**config.mk**
```make
export PLATFORM = sky130hd
export DESIGN_NAME = edge_wb_arbiter
export DESIGN_NICKNAME = d
export VERILOG_FILES = /design/src/rtl/edge_wb_arbiter.sv
export SDC_FILE = /design/constraint.sdc
export NUM_CORES = 1
export LEC_CHECK = 0
export ABC_AREA = 1
export CELL_PAD_IN_SITES_DETAIL_PLACEMENT = 0
export CELL_PAD_IN_SITES_GLOBAL_PLACEMENT = 1
export CORE_ASPECT_RATIO = 0.5
export CORE_MARGIN = 2
export CORE_UTILIZATION = 28
export CTS_BUF_LIST = sky130_fd_sc_hd__clkbuf_8 sky130_fd_sc_hd__clkbuf_16
export CTS_CLUSTER_DIAMETER = 50
export DETAILED_ROUTE_END_ITERATION = 8
export PLACE_DENSITY_LB_ADDON = 0.2
export SYNTH_ARGS = -nofsm -noshare
export SYNTH_HDL_FRONTEND = slang
export SYNTH_HIERARCHICAL = 1
export SYNTH_SLANG_ARGS = --single-unit
```
**constraint.sdc**
```tcl
create_clock -name clk -period 5.1 [get_ports clk]
set_clock_uncertainty 0.15 [all_clocks]
set_input_delay 1.02 -clock clk [delete_from_list [all_inputs] [get_ports clk]]
set_output_delay 1.02 -clock clk [all_outputs]
set_load 0.1 [all_outputs]
```
**src/rtl/edge_wb_arbiter.sv**
```systemverilog
// edge_wb_arbiter
// Round-robin arbiter that shares the single output-SRAM write port among
// NUM_BANK edge buffer banks. A granted bank keeps the port for its whole
// sos..eos stream; its beats are forwarded through one register stage. A
// watchdog releases the grant if the owner stays silent for TIMEOUT cycles.

module edge_wb_arbiter #(
   parameter int NUM_BANK  = 4,
   parameter int NODE_ID_W = 8,
   parameter int DATA_W    = 16,
   parameter int TIMEOUT   = 15
) (
   input  logic                          clk,
   input  logic                          reset,
   input  logic [NUM_BANK-1:0]           bank_req,
   input  logic [NUM_BANK-1:0]           bank_valid,
   input  logic [NUM_BANK-1:0]           bank_sos,
   input  logic [NUM_BANK-1:0]           bank_eos,
   input  logic [NUM_BANK*DATA_W-1:0]    bank_data,
   input  logic [NUM_BANK*NODE_ID_W-1:0] bank_node_id,
   output logic [NUM_BANK-1:0]           req_grant,
   output logic                          sram_valid,
   output logic                          sram_sos,
   output logic                          sram_eos,
   output logic [DATA_W-1:0]             sram_data,
   output logic [NODE_ID_W-1:0]          sram_node_id,
   output logic [$clog2(NUM_BANK)-1:0]   sram_bank_id,
   output logic                          busy,
   output logic                          timeout_err,
   output logic [$clog2(NUM_BANK)-1:0]   err_bank
);

   localparam int BID_W = $clog2(NUM_BANK);
   localparam int CNT_W = $clog2(TIMEOUT + 1);

   localparam logic [0:0] ST_IDLE  = 1'b0;
   localparam logic [0:0] ST_GRANT = 1'b1;

   localparam logic [CNT_W-1:0] TIMEOUT_C = CNT_W'(TIMEOUT);
   localparam logic [BID_W-1:0] LAST_BANK = BID_W'(NUM_BANK - 1);

   // First requester at or after ptr, searching cyclically.
   function automatic logic [BID_W-1:0] rr_pick(input logic [NUM_BANK-1:0] req,
                                                input logic [BID_W-1:0]    ptr);
      logic [BID_W-1:0] pick;
      logic [BID_W-1:0] idx;
      logic             found;
      pick  = {BID_W{1'b0}};
      found = 1'b0;
      for (int i = 0; i < NUM_BANK; i++) begin
         idx = BID_W'((int'(ptr) + i) % NUM_BANK);
         if (!found && req[idx]) begin
            pick  = idx;
            found = 1'b1;
         end else begin
            found = found;
         end
      end
      return pick;
   endfunction

   // One-hot decode of a bank index.
   function automatic logic [NUM_BANK-1:0] onehot(input logic [BID_W-1:0] b);
      return {{(NUM_BANK-1){1'b0}}, 1'b1} << b;
   endfunction

   // Bank index following b, wrapping for non-power-of-two bank counts.
   function automatic logic [BID_W-1:0] next_bank(input logic [BID_W-1:0] b);
      return (b == LAST_BANK) ? {BID_W{1'b0}} : b + BID_W'(1);
   endfunction

   // Registered state
   logic [0:0]       state_r;
   logic [BID_W-1:0] owner_r;
   logic [BID_W-1:0] rr_ptr_r;
   logic [CNT_W-1:0] idle_cnt_r;

   // Next-state values
   logic [0:0]           state_s;
   logic [BID_W-1:0]     owner_s;
   logic [BID_W-1:0]     rr_ptr_s;
   logic [CNT_W-1:0]     idle_cnt_s;
   logic [NUM_BANK-1:0]  grant_s;
   logic                 valid_s;
   logic                 sos_s;
   logic                 eos_s;
   logic [DATA_W-1:0]    data_s;
   logic [NODE_ID_W-1:0] node_id_s;
   logic [BID_W-1:0]     bank_id_s;
   logic                 terr_s;
   logic [BID_W-1:0]     err_bank_s;

   // Arbitration and owner-side views
   logic [BID_W-1:0]     winner_s;
   logic [CNT_W-1:0]     idle_inc_s;
   logic                 own_valid_s;
   logic                 own_sos_s;
   logic                 own_eos_s;
   logic [DATA_W-1:0]    own_data_s;
   logic [NODE_ID_W-1:0] own_node_id_s;

   logic [DATA_W-1:0]    data_arr_s    [NUM_BANK];
   logic [NODE_ID_W-1:0] node_id_arr_s [NUM_BANK];

   genvar g;
   generate
      for (g = 0; g < NUM_BANK; g++) begin : g_unpack
         assign data_arr_s[g]    = bank_data[g*DATA_W +: DATA_W];
         assign node_id_arr_s[g] = bank_node_id[g*NODE_ID_W +: NODE_ID_W];
      end
   endgenerate

   // Select the owner's beat; every other bank's signals are ignored.
   always_comb begin
      own_valid_s   = bank_valid[owner_r];
      own_sos_s     = bank_sos[owner_r];
      own_eos_s     = bank_eos[owner_r];
      own_data_s    = data_arr_s[owner_r];
      own_node_id_s = node_id_arr_s[owner_r];
   end

   // Round-robin winner and the saturating idle-counter increment.
   always_comb begin
      winner_s   = rr_pick(bank_req, rr_ptr_r);
      idle_inc_s = (idle_cnt_r == TIMEOUT_C) ? idle_cnt_r : idle_cnt_r + CNT_W'(1);
   end

   // Next-state decode for arbitration, forwarding and watchdog.
   always_comb begin
      state_s    = state_r;
      owner_s    = owner_r;
      rr_ptr_s   = rr_ptr_r;
      idle_cnt_s = idle_cnt_r;
      grant_s    = {NUM_BANK{1'b0}};
      valid_s    = 1'b0;
      sos_s      = 1'b0;
      eos_s      = 1'b0;
      data_s     = {DATA_W{1'b0}};
      node_id_s  = {NODE_ID_W{1'b0}};
      bank_id_s  = {BID_W{1'b0}};
      terr_s     = timeout_err;
      err_bank_s = err_bank;

      case (state_r)
         ST_IDLE: begin
            if (|bank_req) begin
               state_s    = ST_GRANT;
               grant_s    = onehot(winner_s);
               owner_s    = winner_s;
               rr_ptr_s   = next_bank(winner_s);
               idle_cnt_s = {CNT_W{1'b0}};
            end else begin
               state_s    = ST_IDLE;
            end
         end

         ST_GRANT: begin
            if (own_valid_s) begin
               // A beat always wins over the watchdog in the same cycle.
               valid_s    = 1'b1;
               sos_s      = own_sos_s;
               eos_s      = own_eos_s;
               data_s     = own_data_s;
               node_id_s  = own_node_id_s;
               bank_id_s  = owner_r;
               idle_cnt_s = {CNT_W{1'b0}};
               if (own_eos_s) begin
                  state_s = ST_IDLE;
                  grant_s = {NUM_BANK{1'b0}};
               end else begin
                  grant_s = onehot(owner_r);
               end
            end else if (idle_inc_s == TIMEOUT_C) begin
               // Owner stalled: drop the grant without a closing beat.
               state_s    = ST_IDLE;
               grant_s    = {NUM_BANK{1'b0}};
               idle_cnt_s = idle_inc_s;
               terr_s     = 1'b1;
               err_bank_s = owner_r;
            end else begin
               idle_cnt_s = idle_inc_s;
               grant_s    = onehot(owner_r);
            end
         end

         default: begin
            state_s    = ST_IDLE;
            grant_s    = {NUM_BANK{1'b0}};
            idle_cnt_s = {CNT_W{1'b0}};
         end
      endcase
   end

   // State and output registers; reset drops any grant immediately.
   always_ff @(posedge clk or posedge reset) begin
      if (reset) begin
         state_r      <= ST_IDLE;
         owner_r      <= {BID_W{1'b0}};
         rr_ptr_r     <= {BID_W{1'b0}};
         idle_cnt_r   <= {CNT_W{1'b0}};
         req_grant    <= {NUM_BANK{1'b0}};
         sram_valid   <= 1'b0;
         sram_sos     <= 1'b0;
         sram_eos     <= 1'b0;
         sram_data    <= {DATA_W{1'b0}};
         sram_node_id <= {NODE_ID_W{1'b0}};
         sram_bank_id <= {BID_W{1'b0}};
         busy         <= 1'b0;
         timeout_err  <= 1'b0;
         err_bank     <= {BID_W{1'b0}};
      end else begin
         state_r      <= state_s;
         owner_r      <= owner_s;
         rr_ptr_r     <= rr_ptr_s;
         idle_cnt_r   <= idle_cnt_s;
         req_grant    <= grant_s;
         sram_valid   <= valid_s;
         sram_sos     <= sos_s;
         sram_eos     <= eos_s;
         sram_data    <= data_s;
         sram_node_id <= node_id_s;
         sram_bank_id <= bank_id_s;
         busy         <= (state_s == ST_GRANT);
         timeout_err  <= terr_s;
         err_bank     <= err_bank_s;
      end
   end

   edge_wb_arbiter_chk #(
      .NUM_BANK  (NUM_BANK),
      .NODE_ID_W (NODE_ID_W),
      .DATA_W    (DATA_W)
   ) u_chk (
      .clk          (clk),
      .reset        (reset),
      .req_grant    (req_grant),
      .busy         (busy),
      .sram_valid   (sram_valid),
      .sram_sos     (sram_sos),
      .sram_eos     (sram_eos),
      .sram_data    (sram_data),
      .sram_node_id (sram_node_id),
      .sram_bank_id (sram_bank_id)
   );

endmodule

// edge_wb_arbiter_chk
// Structural invariants of the arbiter outputs.
module edge_wb_arbiter_chk #(
   parameter int NUM_BANK  = 4,
   parameter int NODE_ID_W = 8,
   parameter int DATA_W    = 16
) (
   input logic                        clk,
   input logic                        reset,
   input logic [NUM_BANK-1:0]         req_grant,
   input logic                        busy,
   input logic                        sram_valid,
   input logic                        sram_sos,
   input logic                        sram_eos,
   input logic [DATA_W-1:0]           sram_data,
   input logic [NODE_ID_W-1:0]        sram_node_id,
   input logic [$clog2(NUM_BANK)-1:0] sram_bank_id
);

   // Grant is one-hot or idle, tracks busy, and idle beats carry zeros.
   always @(posedge clk) begin
      if (!reset) begin
         assert ($onehot0(req_grant));
         assert (busy == (req_grant != {NUM_BANK{1'b0}}));
         assert (sram_valid || (!sram_sos && !sram_eos && sram_data == {DATA_W{1'b0}} &&
                                sram_node_id == {NODE_ID_W{1'b0}} && sram_bank_id == '0));
      end
   end

endmodule

```
==> impl_metrics.env, run 1 <==
export IMPL_status="finished, final reports clean"
export IMPL_post_drt_wl_per_cell_um=13.95
export IMPL_finalMaxSlewViolations=0
export IMPL_syn_avg_cell_area_um2=7.881
export IMPL_share_seq_of_total_power_pct=19.7
export IMPL_synthesis_instances=321
export IMPL_grt_remaining_overflow=0
export IMPL_synth_seq_area_share_pct=44.51
export IMPL_antenna_found_initial=0
export IMPL_boundaryPins=151
export IMPL_maximum_number_of_pins_on_one_net_before_global_route_repair=46
export IMPL_multiInputGateArea_um2=1219
export IMPL_area_sequential_um2=1126
export IMPL_hold_path_end="timeout_err"
export IMPL_ff_to_ff_path_depth=9
export IMPL_min_path_cells=1
export IMPL_grt_first_pass_wirelength_mm=13.59
export IMPL_finalCritPeriodShare_pct=60.19
export IMPL_drc=0
export IMPL_switching_share_pct=57.19
export IMPL_worst_r2r_end="req_grant[0]"
export IMPL_fin_nets=583
export IMPL_path_delay_family="buffers and inverters"
export IMPL_yosysWarningCount=6
export IMPL_min_path_type="flip-flop to flip-flop"
export IMPL_critical_path_at_ps=1900
export IMPL_worst_case_clock_buffer_depth=2
export IMPL_nFillCells=869
export IMPL_vdd_ir_drop_max_uv=332.8
export IMPL_die_height_um=71.22
export IMPL_gr_usage_all_layers_pct=17.22
export IMPL_period_minus_slack_ps=3070
export IMPL_hold_violations=0
export IMPL_timing_setup_critical_path_class="flip-flop to primary output"
export IMPL_route_detailed_vias_per_inst=4.536
export IMPL_routabilityCongestion=0.8374
export IMPL_r2r_start="owner_r[0]"
export IMPL_detail_route_antenna_nets=0
export IMPL_setup_repair_after_global_routing_missed_its_margin="no"
export IMPL_whs_ps=312.2
export IMPL_synth_seq_cells=45
export IMPL_maximum_operating_frequency_mhz=325.8
export IMPL_drive_above_1_share_pct=5.591
export IMPL_static_leakage_power_nw=1.927
export IMPL_dp_hpwl_mm=5.923
export IMPL_power_share_clock_pct=13.4
export IMPL_fp_coreArea_um2=8738
export IMPL_power_density_nw_per_um2=682.1
export IMPL_worst_slew_margin_rel_pct=32.39
export IMPL_final_setup_tns_ps=0
export IMPL_power_report_internal_total_mw=1.243
export IMPL_netlist_cell_type_count=30
export IMPL_cell_at_the_root_of_the_clock_tree="sky130_fd_sc_hd__clkbuf_16"
export IMPL_drtIter0Drc=86
export IMPL_initial_utilization_pct=28.95
export IMPL_placementRows=24
export IMPL_leading_cell_types_in_the_layout_fill_and_taps_excluded="150 x sky130_fd_sc_hd__clkdlybuf4s50_1, 140 x sky130_fd_sc_hd__nand2_1, 45 x sky130_fd_sc_hd__dfrtp_1"
export IMPL_worstPathMaxFanout=4
export IMPL_cp_data_required_time_ps=3930
export IMPL_yosysTopAreaCell="sky130_fd_sc_hd__dfrtp_1"
export IMPL_wirelength_mm=8.117
export IMPL_path_clk_slew_ps=70
export IMPL_vias_in_the_first_global_route=2742
export IMPL_worstSkewPairLatency_ps=290
export IMPL_cts_repair_resized=0
export IMPL_min_from="timeout_err"
export IMPL_combinationalPowerShare_pct=67.0
export IMPL_totalPowerFinal_mw=2.903
export IMPL_cp_buffers_inverters=1
export IMPL_crit_chain="clkdlybuf4s50_1"
export IMPL_cts_tree="yes"
export IMPL_final_design_area_excluding_fillers_um2=4257
export IMPL_worst_r2r_setup_slack_ps=2520
export IMPL_actual_slew_at_the_worst_max_slew_pin_ps=1011
export IMPL_n_antenna_cell=0
export IMPL_max_stage_delay_ps=1170
export IMPL_post_cts_setup_buffer_count=0
export IMPL_critical_path_slowest_cell="sky130_fd_sc_hd__clkdlybuf4s50_1"
export IMPL_detail_route_first_pass_iterations=5
export IMPL_critical_path_endpoint_type="primary output"
export IMPL_most_common_cell_after_layout_fill_and_taps_aside="sky130_fd_sc_hd__clkdlybuf4s50_1"
export IMPL_timing_max_cap_violations=0
export IMPL_cts_buffers_inserted=5
export IMPL_design_die_area_um2=9858
export IMPL_postPlaceCellArea_um2=4080
export IMPL_final_core_util_pct=48.71
export IMPL_clock_sinks=45
export IMPL_port_buffers=150
export IMPL_synthDominantCellAreaShare_pct=44.51
export IMPL_syn2layout_area_growth_pct=68.25
export IMPL_netlist_area_um2=2530
export IMPL_finalSetupViolCount=0
export IMPL_top_cells_by_area_synth="sky130_fd_sc_hd__dfrtp_1 45%, sky130_fd_sc_hd__nand2_1 21%, sky130_fd_sc_hd__a221oi_1 5.2%"
export IMPL_mappedNetlistNets=440
export IMPL_chipWidth_um=138.4
export IMPL_routed_via_count=2640
export IMPL_htree_levels=2
export IMPL_critPathLaunchType="flip-flop"
export IMPL_cts_hold_fix_buffers=0
export IMPL_power_switching_mw=1.660
stage by stage:
| stage | cells | setup WS [ps] |
|---|---|---|
| floorplan | 321 | 2718 |
| global placement | 574 | 2114 |
| detailed placement | 574 | 2067 |
| CTS | 582 | 2002 |
| global route | 582 | 1971 |
| finish | 582 | 2030 |
worst max-delay path by stage:
| stage | from | endpoint | slack, ps | depth (start not counted) |
|---|---|---|---|---|
| after floorplan | bank_req[3] | rr_ptr_r[1] | 2720 | 11 |
| after global placement | bank_req[2] | rr_ptr_r[1] | 2110 | 13 |
| after detailed placement | bank_req[3] | rr_ptr_r[1] | 2070 | 12 |
| after CTS | state_r | busy | 2000 | 1 |
| after global routing | state_r | busy | 1970 | 1 |
| final | state_r | busy | 2030 | 1 |
synthesized netlist by cell type (all sizes together):
library cell / instances
xor2: 1
nand3: 12
buf: 12
ha: 5
a22o: 2
xnor2: 1
o21ai: 4
a221oi: 15
nor2: 30
dfrtp: 45
nor4: 1
a22oi: 10
inv: 22
nand4: 3
a31oi: 10
clkbuf: 2
o22ai: 2
or2: 1
nand2: 143
cell families (layout without fill, tap and decap cells):
family | Yosys count | in the layout | synth area share [%]
adders and majority gates | 5 | 5 | 2.473
DFF | 45 | 45 | 44.51
AOI/OAI and AO/OA | 43 | 43 | 13.11
buffers and inverters | 36 | 180 | 7.319
and+or+nand+nor | 190 | 190 | 31.90
xor gates and xnor gates | 2 | 2 | 0.6925
sequential cells by signal, indices dropped and copies added (netlist names), 2 cells and up:
| name | count |
|---|---|
| idle_cnt_r | 4 |
| owner_r | 2 |
| err_bank | 2 |
| rr_ptr_r | 2 |
| sram_bank_id | 2 |
| req_grant | 4 |
| sram_node_id | 8 |
| sram_data | 16 |
routing by layer:
layer / track usage, % / wire [um] / vias to the layer above
li1: - / - / 1337
met1: 21.24 / 3567 / 1223
met2: 31.46 / 4060 / 70
met3: 3.743 / 364 / 10
met4: 4.082 / 124 / 0
met5: 0 / 0 / -
power by group through the flow:
| stage | Clock [mW] | Combinational [mW] | Sequential [mW] |
|---|---|---|---|
| finish | 0.388 | 1.94 | 0.572 |
| global route | 0.414 | 2.11 | 0.593 |
| CTS | 0.399 | 1.97 | 0.574 |
| detailed placement | 0 | 1.96 | 0.581 |
| global placement | 0 | 1.96 | 0.580 |
| floorplan | 0 | 0.727 | 1.36 |
final cells by class:
class,count,area share (%)
Clock buffer,6,3.263
Clock inverter,2,0.8818
Tap cell,117,3.439
Sequential cell,45,26.46
Inverter,22,2.058
Timing Repair Buffer,150,35.27
Multi-Input combinational cell,240,28.63
Power figures use the tool's default switching activity.
==> run 2: changes to the inputs <==
--- a/config.mk
+++ b/config.mk
@@ -10,7 +10,7 @@
 export CELL_PAD_IN_SITES_GLOBAL_PLACEMENT = 1
 export CORE_ASPECT_RATIO = 0.5
 export CORE_MARGIN = 2
-export CORE_UTILIZATION = 28
+export CORE_UTILIZATION = 26
 export CTS_BUF_LIST = sky130_fd_sc_hd__clkbuf_8 sky130_fd_sc_hd__clkbuf_16
 export CTS_CLUSTER_DIAMETER = 50
 export DETAILED_ROUTE_END_ITERATION = 8
==> constraint.sdc (replaced) <==
create_clock -name clk -period 3.15 [get_ports clk]
set_clock_uncertainty 0.15 [all_clocks]
set_input_delay 0.63 -clock clk [delete_from_list [all_inputs] [get_ports clk]]
set_output_delay 0.63 -clock clk [all_outputs]
set_load 0.1 [all_outputs]
==> run 2 against run 1 <==
Net effect: global-route usage down 0.65 points; utilization shrank 4.3 points; combinational power rose by 61%; worst setup slack worse by 1200 ps; worst hold slack better by 8.5 ps; sequential share of layout area up 0.39 points; non-clock buffer count is 6 higher; die area increased by 7.4%; register-to-register slack worse by 1500 ps; clock-buffer cell count decreased by 1; via count fell by 0.72%; final area down 1.5%; critical path type is now primary input to flip-flop; critical endpoint is now rr_ptr_r[1].
==> impl_metrics.env, run 2 (synthesis results as in run 1) <==
export IMPL_clock_sinks=45
export IMPL_boundaryPins=151
export IMPL_grt_remaining_overflow=0
export IMPL_routed_via_count=2621
export IMPL_dp_hpwl_mm=6.289
export IMPL_hold_violations=0
export IMPL_n_antenna_cell=0
export IMPL_power_report_internal_total_mw=1.878
export IMPL_port_buffers=150
export IMPL_worst_case_clock_buffer_depth=2
export IMPL_leading_cell_types_in_the_layout_fill_and_taps_excluded="140 x sky130_fd_sc_hd__nand2_1, 113 x sky130_fd_sc_hd__clkdlybuf4s50_1, 45 x sky130_fd_sc_hd__dfrtp_1"
export IMPL_fp_coreArea_um2=9447
export IMPL_vdd_ir_drop_max_uv=280.0
export IMPL_status="finished, final reports clean"
export IMPL_static_leakage_power_nw=2.012
export IMPL_finalMaxSlewViolations=0
export IMPL_switching_share_pct=58.97
export IMPL_critical_path_endpoint_type="flip-flop"
export IMPL_min_from="err_bank[1]"
export IMPL_design_die_area_um2=10580
export IMPL_power_density_nw_per_um2=1091
export IMPL_finalSetupViolCount=0
export IMPL_gr_usage_all_layers_pct=16.57
export IMPL_chipWidth_um=143.5
export IMPL_cp_data_required_time_ps=3140
export IMPL_worstSkewPairLatency_ps=290
export IMPL_syn2layout_area_growth_pct=65.78
export IMPL_drc=0
export IMPL_detail_route_antenna_nets=0
export IMPL_routabilityCongestion=0.7899
export IMPL_cts_buffers_inserted=5
export IMPL_route_detailed_vias_per_inst=4.325
export IMPL_totalPowerFinal_mw=4.577
export IMPL_timing_max_cap_violations=0
export IMPL_antenna_found_initial=0
export IMPL_cts_hold_fix_buffers=0
export IMPL_critical_path_at_ps=2300
export IMPL_nFillCells=987
export IMPL_post_drt_wl_per_cell_um=13.90
export IMPL_share_seq_of_total_power_pct=20.4
export IMPL_wirelength_mm=8.425
export IMPL_post_cts_setup_buffer_count=0
export IMPL_most_common_cell_after_layout_fill_and_taps_aside="sky130_fd_sc_hd__nand2_1"
export IMPL_detail_route_first_pass_iterations=5
export IMPL_setup_repair_after_global_routing_missed_its_margin="no"
export IMPL_maximum_number_of_pins_on_one_net_before_global_route_repair=46
export IMPL_cts_tree="yes"
export IMPL_combinationalPowerShare_pct=68.5
export IMPL_actual_slew_at_the_worst_max_slew_pin_ps=605.9
export IMPL_cts_repair_resized=0
export IMPL_placementRows=25
export IMPL_maximum_operating_frequency_mhz=433.2
export IMPL_min_path_type="flip-flop to flip-flop"
export IMPL_power_switching_mw=2.699
export IMPL_cell_at_the_root_of_the_clock_tree="sky130_fd_sc_hd__clkbuf_16"
export IMPL_drtIter0Drc=94
export IMPL_die_height_um=73.75
export IMPL_top_register="sram_data"
export IMPL_htree_levels=2
export IMPL_power_share_clock_pct=11.2
export IMPL_critPathLaunchType="primary input"
export IMPL_fin_nets=589
export IMPL_timing_setup_critical_path_class="primary input to flip-flop"
export IMPL_grt_first_pass_wirelength_mm=13.40
export IMPL_initial_utilization_pct=26.78
export IMPL_period_minus_slack_ps=2309
export IMPL_largest_register_ffs=16
export IMPL_path_clk_slew_ps=60
export IMPL_worstPathMaxFanout=4
export IMPL_vias_in_the_first_global_route=2574
export IMPL_finalCritPeriodShare_pct=73.29
export IMPL_worst_slew_margin_rel_pct=59.61
export IMPL_crit_start="bank_req[2]"
export IMPL_drive_above_1_share_pct=14.44
export IMPL_r2r_start="owner_r[1]"
export IMPL_largest_registers="sram_data (16), sram_node_id (8)"
export IMPL_final_setup_tns_ps=0
export IMPL_whs_ps=320.7
-- run 2: power groups by stage --
stage                     Combinational (mW)  Sequential [mW]  Clock, mW
after detailed placement                3.17            0.945          0
final                                   3.13            0.932      0.511
after global routing                    3.40            0.964      0.564
after floorplan                         1.18             2.20          0
after global placement                  3.17            0.946          0
after CTS                               3.17            0.936      0.532
-- run 2: worst max-delay path, cell delays in order --
cell and delay, ps:
sky130_fd_sc_hd__clkdlybuf4s50_1 500, sky130_fd_sc_hd__inv_1 50, sky130_fd_sc_hd__nand2_1 80, sky130_fd_sc_hd__nand3_1 90
sky130_fd_sc_hd__nand2_1 140, sky130_fd_sc_hd__inv_1 70, sky130_fd_sc_hd__nand3_1 60, sky130_fd_sc_hd__nand2_1 60
sky130_fd_sc_hd__nand2_1 70, sky130_fd_sc_hd__nand2_1 110, sky130_fd_sc_hd__ha_1 310, sky130_fd_sc_hd__nand2_1 60
sky130_fd_sc_hd__o21ai_0 90
-- run 2: cell type report --
| class | instances | area [um^2] | share of cell area [%] |
|---|---|---|---|
| Timing Repair Buffer | 156 | 1454 | 34.67 |
| Inverter | 22 | 87.58 | 2.088 |
| Tap cell | 135 | 168.9 | 4.027 |
| Sequential cell | 45 | 1126 | 26.85 |
| Multi-Input combinational cell | 240 | 1219 | 29.06 |
| Clock inverter | 3 | 13.76 | 0.3282 |
| Clock buffer | 5 | 125.1 | 2.983 |
-- run 2: metal layers --
layer	vias up	GRT usage, %	part of all wire (%)
li1	1354	-	-
met5	-	0	0
met1	1189	20.25	45
met2	70	30.48	49
met3	8	3.259	4.9
met4	0	3.922	0.91
-- run 2: path summary, 6_finish.rpt --
kind	endpoint	slack [ps]	cells past startpoint
setup / recovery	rr_ptr_r[1]	840	13
hold / removal	err_bank[1]	320	2
setup reg to reg	req_grant[2]	1010	9
hold reg to reg	err_bank[1]	320	2
max in group asynchronous	sram_data[11]	1780	3
min in group asynchronous	sram_data[14]	680	3
-- run 2: stage by stage --
step                      utilization, %  area (um^2)  instances  setup WS (ps)
final                              44.40         4194        606          841.4
after CTS                          44.40         4194        606          826.7
after global routing               44.40         4194        606          629.1
after global placement             42.93         4055        598          557.3
after detailed placement           42.93         4055        598          537.6
after floorplan                        -         2530        321           1158
